===== src/rtl/rtc_timekeeper_if.sv =====
// Front-panel controls and time-of-day outputs of the RTC timekeeper.
interface rtc_timekeeper_if;
  logic       set_load;
  logic [4:0] set_hours;
  logic [5:0] set_minutes;
  logic       inc_min;
  logic       inc_hour;
  logic [5:0] seconds;
  logic [5:0] minutes;
  logic [4:0] hours;
  logic       tick_1hz;
  logic       day_wrap;
  logic       set_error;

  // Front panel / bench side
  modport master (
    output set_load, set_hours, set_minutes, inc_min, inc_hour,
    input  seconds, minutes, hours, tick_1hz, day_wrap, set_error
  );

  // Timekeeper side
  modport slave (
    input  set_load, set_hours, set_minutes, inc_min, inc_hour,
    output seconds, minutes, hours, tick_1hz, day_wrap, set_error
  );
endinterface


===== src/rtl/rtc_timekeeper.sv =====
// 24-hour time-of-day counter with 1 Hz prescaler, front-panel load and
// minute/hour push-button stepping. All outputs are registered.
module rtc_timekeeper #(
  parameter int unsigned TICKS_PER_SEC = 50000000
) (
  input logic           clock,
  input logic           resetn,
  rtc_timekeeper_if.slave bus
);

  localparam int unsigned PreW = $clog2(TICKS_PER_SEC);
  localparam logic [PreW-1:0] PreLast = PreW'(TICKS_PER_SEC - 1);

  logic [PreW-1:0] presc_q, presc_d;
  logic [5:0]      sec_q, sec_d;
  logic [5:0]      min_q, min_d;
  logic [4:0]      hr_q, hr_d;
  logic            tick_q, tick_d;
  logic            wrap_q, wrap_d;
  logic            err_q, err_d;
  logic            min_prev_q, hour_prev_q;

  logic tick_event, min_edge, hour_edge, load_valid;

  assign tick_event = (presc_q == PreLast);
  assign min_edge   = bus.inc_min & ~min_prev_q;
  assign hour_edge  = bus.inc_hour & ~hour_prev_q;
  assign load_valid = (bus.set_hours <= 5'd23) && (bus.set_minutes <= 6'd59);

  // Next-state: load overrides everything; otherwise tick first, then button steps
  always_comb begin
    presc_d = presc_q;
    sec_d   = sec_q;
    min_d   = min_q;
    hr_d    = hr_q;
    tick_d  = 1'b0;
    wrap_d  = 1'b0;
    err_d   = 1'b0;

    if (bus.set_load) begin
      // Button edges seen here are consumed (prev regs still update)
      if (load_valid) begin
        hr_d    = bus.set_hours;
        min_d   = bus.set_minutes;
        sec_d   = 6'd0;
        presc_d = '0;
      end else begin
        err_d = 1'b1;
      end
    end else begin
      presc_d = tick_event ? '0 : presc_q + 1'b1;

      if (tick_event) begin
        tick_d = 1'b1;
        if (sec_q == 6'd59) begin
          sec_d = 6'd0;
          if (min_q == 6'd59) begin
            min_d = 6'd0;
            if (hr_q == 5'd23) begin
              hr_d   = 5'd0;
              wrap_d = 1'b1;
            end else begin
              hr_d = hr_q + 5'd1;
            end
          end else begin
            min_d = min_q + 6'd1;
          end
        end else begin
          sec_d = sec_q + 6'd1;
        end
      end

      // Steps act on the post-tick fields and never carry
      if (min_edge) begin
        min_d = (min_d == 6'd59) ? 6'd0 : min_d + 6'd1;
      end
      if (hour_edge) begin
        hr_d = (hr_d == 5'd23) ? 5'd0 : hr_d + 5'd1;
      end
    end
  end

  // State and output registers with synchronous active-low reset
  always_ff @(posedge clock) begin
    if (!resetn) begin
      presc_q     <= '0;
      sec_q       <= 6'd0;
      min_q       <= 6'd0;
      hr_q        <= 5'd0;
      tick_q      <= 1'b0;
      wrap_q      <= 1'b0;
      err_q       <= 1'b0;
      min_prev_q  <= 1'b0;
      hour_prev_q <= 1'b0;
    end else begin
      presc_q     <= presc_d;
      sec_q       <= sec_d;
      min_q       <= min_d;
      hr_q        <= hr_d;
      tick_q      <= tick_d;
      wrap_q      <= wrap_d;
      err_q       <= err_d;
      min_prev_q  <= bus.inc_min;
      hour_prev_q <= bus.inc_hour;
    end
  end

  assign bus.seconds   = sec_q;
  assign bus.minutes   = min_q;
  assign bus.hours     = hr_q;
  assign bus.tick_1hz  = tick_q;
  assign bus.day_wrap  = wrap_q;
  assign bus.set_error = err_q;

endmodule


===== src/flat_wrapper.sv =====
// flat-port wrapper written by rule: the top's interface ports become plain ports
module rtc_timekeeper_flat 
#(
  parameter int unsigned TICKS_PER_SEC = 50000000
)
  (clock, resetn, bus_set_load, bus_set_hours, bus_set_minutes, bus_inc_min, bus_inc_hour, bus_seconds, bus_minutes, bus_hours, bus_tick_1hz, bus_day_wrap, bus_set_error);
  rtc_timekeeper_if bus_i ();
  input logic clock;
  input logic resetn;
  input wire logic [$bits(bus_i.set_load)-1:0] bus_set_load;
  input wire logic [$bits(bus_i.set_hours)-1:0] bus_set_hours;
  input wire logic [$bits(bus_i.set_minutes)-1:0] bus_set_minutes;
  input wire logic [$bits(bus_i.inc_min)-1:0] bus_inc_min;
  input wire logic [$bits(bus_i.inc_hour)-1:0] bus_inc_hour;
  output wire logic [$bits(bus_i.seconds)-1:0] bus_seconds;
  output wire logic [$bits(bus_i.minutes)-1:0] bus_minutes;
  output wire logic [$bits(bus_i.hours)-1:0] bus_hours;
  output wire logic [$bits(bus_i.tick_1hz)-1:0] bus_tick_1hz;
  output wire logic [$bits(bus_i.day_wrap)-1:0] bus_day_wrap;
  output wire logic [$bits(bus_i.set_error)-1:0] bus_set_error;
  assign bus_i.set_load = bus_set_load;
  assign bus_i.set_hours = bus_set_hours;
  assign bus_i.set_minutes = bus_set_minutes;
  assign bus_i.inc_min = bus_inc_min;
  assign bus_i.inc_hour = bus_inc_hour;
  assign bus_seconds = bus_i.seconds;
  assign bus_minutes = bus_i.minutes;
  assign bus_hours = bus_i.hours;
  assign bus_tick_1hz = bus_i.tick_1hz;
  assign bus_day_wrap = bus_i.day_wrap;
  assign bus_set_error = bus_i.set_error;
  rtc_timekeeper #(.TICKS_PER_SEC(TICKS_PER_SEC)) u_core (.clock(clock), .resetn(resetn), .bus(bus_i));
endmodule

===== config.mk =====
export PLATFORM = sky130hd
export DESIGN_NAME = rtc_timekeeper_flat
export DESIGN_NICKNAME = d
export VERILOG_FILES = /design/src/rtl/rtc_timekeeper_if.sv /design/src/rtl/rtc_timekeeper.sv /design/src/flat_wrapper.sv
export SDC_FILE = /design/constraint.sdc
export NUM_CORES = 1
export LEC_CHECK = 0
export CAP_MARGIN = 20
export CELL_PAD_IN_SITES_DETAIL_PLACEMENT = 1
export CELL_PAD_IN_SITES_GLOBAL_PLACEMENT = 2
export CORE_MARGIN = 2
export CORE_UTILIZATION = 30
export CTS_BUF_LIST = sky130_fd_sc_hd__clkbuf_4
export CTS_CLUSTER_DIAMETER = 100
export DETAILED_ROUTE_END_ITERATION = 8
export PLACE_DENSITY = 0.79
export SKIP_LAST_GASP = 1
export SYNTH_ARGS = -nofsm -noshare
export SYNTH_HDL_FRONTEND = slang
export SYNTH_SLANG_ARGS = --single-unit

===== constraint.sdc =====
create_clock -name clock -period 2.8 [get_ports clock]
set_input_delay 0.7 -clock clock [delete_from_list [all_inputs] [get_ports clock]]
set_output_delay 0.7 -clock clock [all_outputs]
set_load 0.01 [all_outputs]

==> metrics.cfg <==
[global_routing]
grt_pass1_vias=3224
grt-ovfl-total=0
grt_pass1_wl_um=16700
grt_start_max_net_pins=28
antenna_found_initial=0
track_usage=0.187

[synthesis]
yosysTopAreaCell=dfxtp_1
synth_top_area_share=0.315
synth_nets=404
syn_inst=382
ys_seq_area_frac=0.315
yosysMostFrequentCell=dfxtp_1
post_synth_num_cell_types=65
async_flop_share=0
syn_area_per_cell_um2=7.99
yosysWarnings=0
ys_ff_latch=48
synth_area_leaders=dfxtp_1 (31%), o21ai_0 (6.4%), nand2_1 (5.2%)
ys.flop_type=dfxtp_1
syn_area_um2=3050
synth_edf_count=0
synth_common_cells=dfxtp_1 (48), nand2_1 (42), o21ai_0 (39), nor2_1 (34), nand3_1 (26)

[routing]
drt_iter0_markers=74
wl_per_cell_um=17.2
routed_wl_um=10100
postRouteAntennaNets=0
num_vias=3125
dr.pass1.iters=4
drc_errors=0
vias_per_cell=5.33

[die]
die_w_um=105
coreArea_um2=9820
fp.dieH_um=105
row_count=36
initial_core_util=0.311
io_pins=36
dieArea_um2=11000

[setup_path]
arrival_ns=3.04
critPathRequiredTime_ns=3.10
worst_path_max_delay_cell=or4bb_4
r2r-end=u_core.bus.minutes[2]
cp-end-kind=flop
path_cells=or4bb_4, nor4_4, nand3_4, mux2_4, ha_4, and2_4, o21ai_2, a31oi_2, a311oi_2
crit-reg2reg-launch=u_core.presc_q[16]
startpoint=u_core.presc_q[16]
r2r_setup_slack_ns=0.07
reg2reg_depth=9
critical_path_buf_inv_count=0
crit_type=reg -> reg
crit_end=u_core.bus.minutes[2]
slowest_delay_ns=0.55
cp.depth=9
critPathMaxFanout=7
critPathTopFamily=simple AND/OR/NAND/NOR gates
start_kind=flop

[clock_network]
clk_latency_ns=0.39
h-tree-depth=2
cts.path.max_buffers=2
cts_tree=done
cts.clk_slew.worst_paths_ns=0.16
holdBufCountCts=0
cts_buffers=5
clock-sinks=48
root_buffer=clkbuf_4

[min_path]
min_path_cells=1
hold_class=reg -> reg

[power]
p_sw_mw=0.425
comb_power_share=0.210
p_int_mw=0.931
cellPowerDensity_nw_per_um2=336
p_leak_nw=1.44
seqPwrFrac=0.531
ir_drop_uv=196
p_sw_frac=0.313
p_clk_frac=0.259

[timing]
setup_viol=0
max_freq_ghz=0.366
period_share=0.976
hold_viol=0
finalClockSkew_ns=0.0161
finalMaxSlewViolations=0
rsz0062_at_grt=yes
timing.slew.headroom=0.619
worstMarginPinSlew_ns=0.568
min_period_ns=2.73
tns_ns=0

[job]
drv_cap=0

[cells_and_area]
syn_to_final_growth_pct=32.1
num-nets-final=474
fin_cells=586
drive_above_1_share=0.221
diodes=0
multi_input_area_um2=2120
num-fill-cells=1209
final_util=0.411
seqCellArea_um2=972

[placed_design]
dp.cells=572
io_buffers=35
place_congestion=0.859
dp_hpwl_um=7380

[outcome]
outcome=completed

cell type report:
class,instances,area share
multi-input cells,311,0.525
clock inverters,3,0.00465
flip-flops and latches,48,0.241
inverters,6,0.00558
well taps,133,0.0413
repair buffers,80,0.174
clock buffers,5,0.00931
layer usage:
metal	up-vias	routed length, um	part of all wire	GRT usage
met2	55	4820	0.48	0.314
met4	0	91	0.0090	0.0514
li1	1564	-	-	-
met3	8	364	0.036	0.0312
met5	-	0	0	0
met1	1498	4790	0.48	0.248
cells in the final DEF (no fill, tap or decap), types with 9 or more instances in the layout:
cell / count
a31oi_1: 10
nand2_1: 42
nand3_1: 26
xor2_1: 10
nand4_1: 16
buf_4: 44
o21ai_0: 37
dfxtp_1: 43
clkdlybuf4s50_1: 35
a21oi_1: 14
nor2_1: 34
and3_1: 9
power by group through the flow:
stage                     clock network [mW]  registers (mW)  logic (mW)
after CTS                              0.367           0.720       0.267
after floorplan                            0           0.739       0.132
after global routing                   0.382           0.722       0.313
after global placement                     0           0.733       0.260
final                                  0.351           0.719       0.285
after detailed placement                   0           0.734       0.265
stage by stage:
stage	setup WS (ns)	area (um^2)	hold slack (ns)	total power, mW
after floorplan	0.0224	3050	0.439	0.871
after global placement	0.0843	3800	0.478	0.994
after detailed placement	0.00357	3800	0.484	0.999
after CTS	-0.00123	3850	0.513	1.35
after global routing	-0.0664	4030	0.552	1.42
final	0.0678	4030	0.506	1.36
cells by family (layout without fill, tap and decap cells):
kind of cell	Yosys count	count (layout)	synth area share
AOI/OAI and AO/OA	100	100	0.207
adders and majority gates	6	6	0.0246
DFF	48	48	0.315
xor gates and xnor gates	17	17	0.0488
and+or+nand+nor	174	174	0.320
buffers and inverters	23	94	0.0332
muxes	14	14	0.0512
worst min path at each step:
stage	start	endpoint	slack, ns
3_3_place_gp	u_core.presc_q[23]	u_core.presc_q[23]	0.48
6_report	u_core.presc_q[16]	u_core.presc_q[16]	0.51
2_1_floorplan	u_core.presc_q[25]	u_core.presc_q[25]	0.44
5_1_grt	u_core.presc_q[23]	u_core.presc_q[23]	0.55
4_1_cts	u_core.presc_q[23]	u_core.presc_q[23]	0.51
3_5_place_dp	u_core.presc_q[23]	u_core.presc_q[23]	0.48
what timing repair did:
item / in CTS / in global routing
setup endpoints to repair: 2 / 9
pin swaps: 2 / 10
gates resized for setup: 0 / 35
setup buffers: 0 / 6
state kept, by name (all words and copies together), names as in the netlist:
register	cells
u_core.bus.day_wrap	1
u_core.bus.hours	5
u_core.bus.minutes	6
u_core.bus.seconds	6
u_core.bus.set_error	1
u_core.bus.tick_1hz	1
u_core.hour_prev_q	1
u_core.min_prev_q	1
u_core.presc_q	26
No activity file was read; power rests on OpenSTA's default activity.
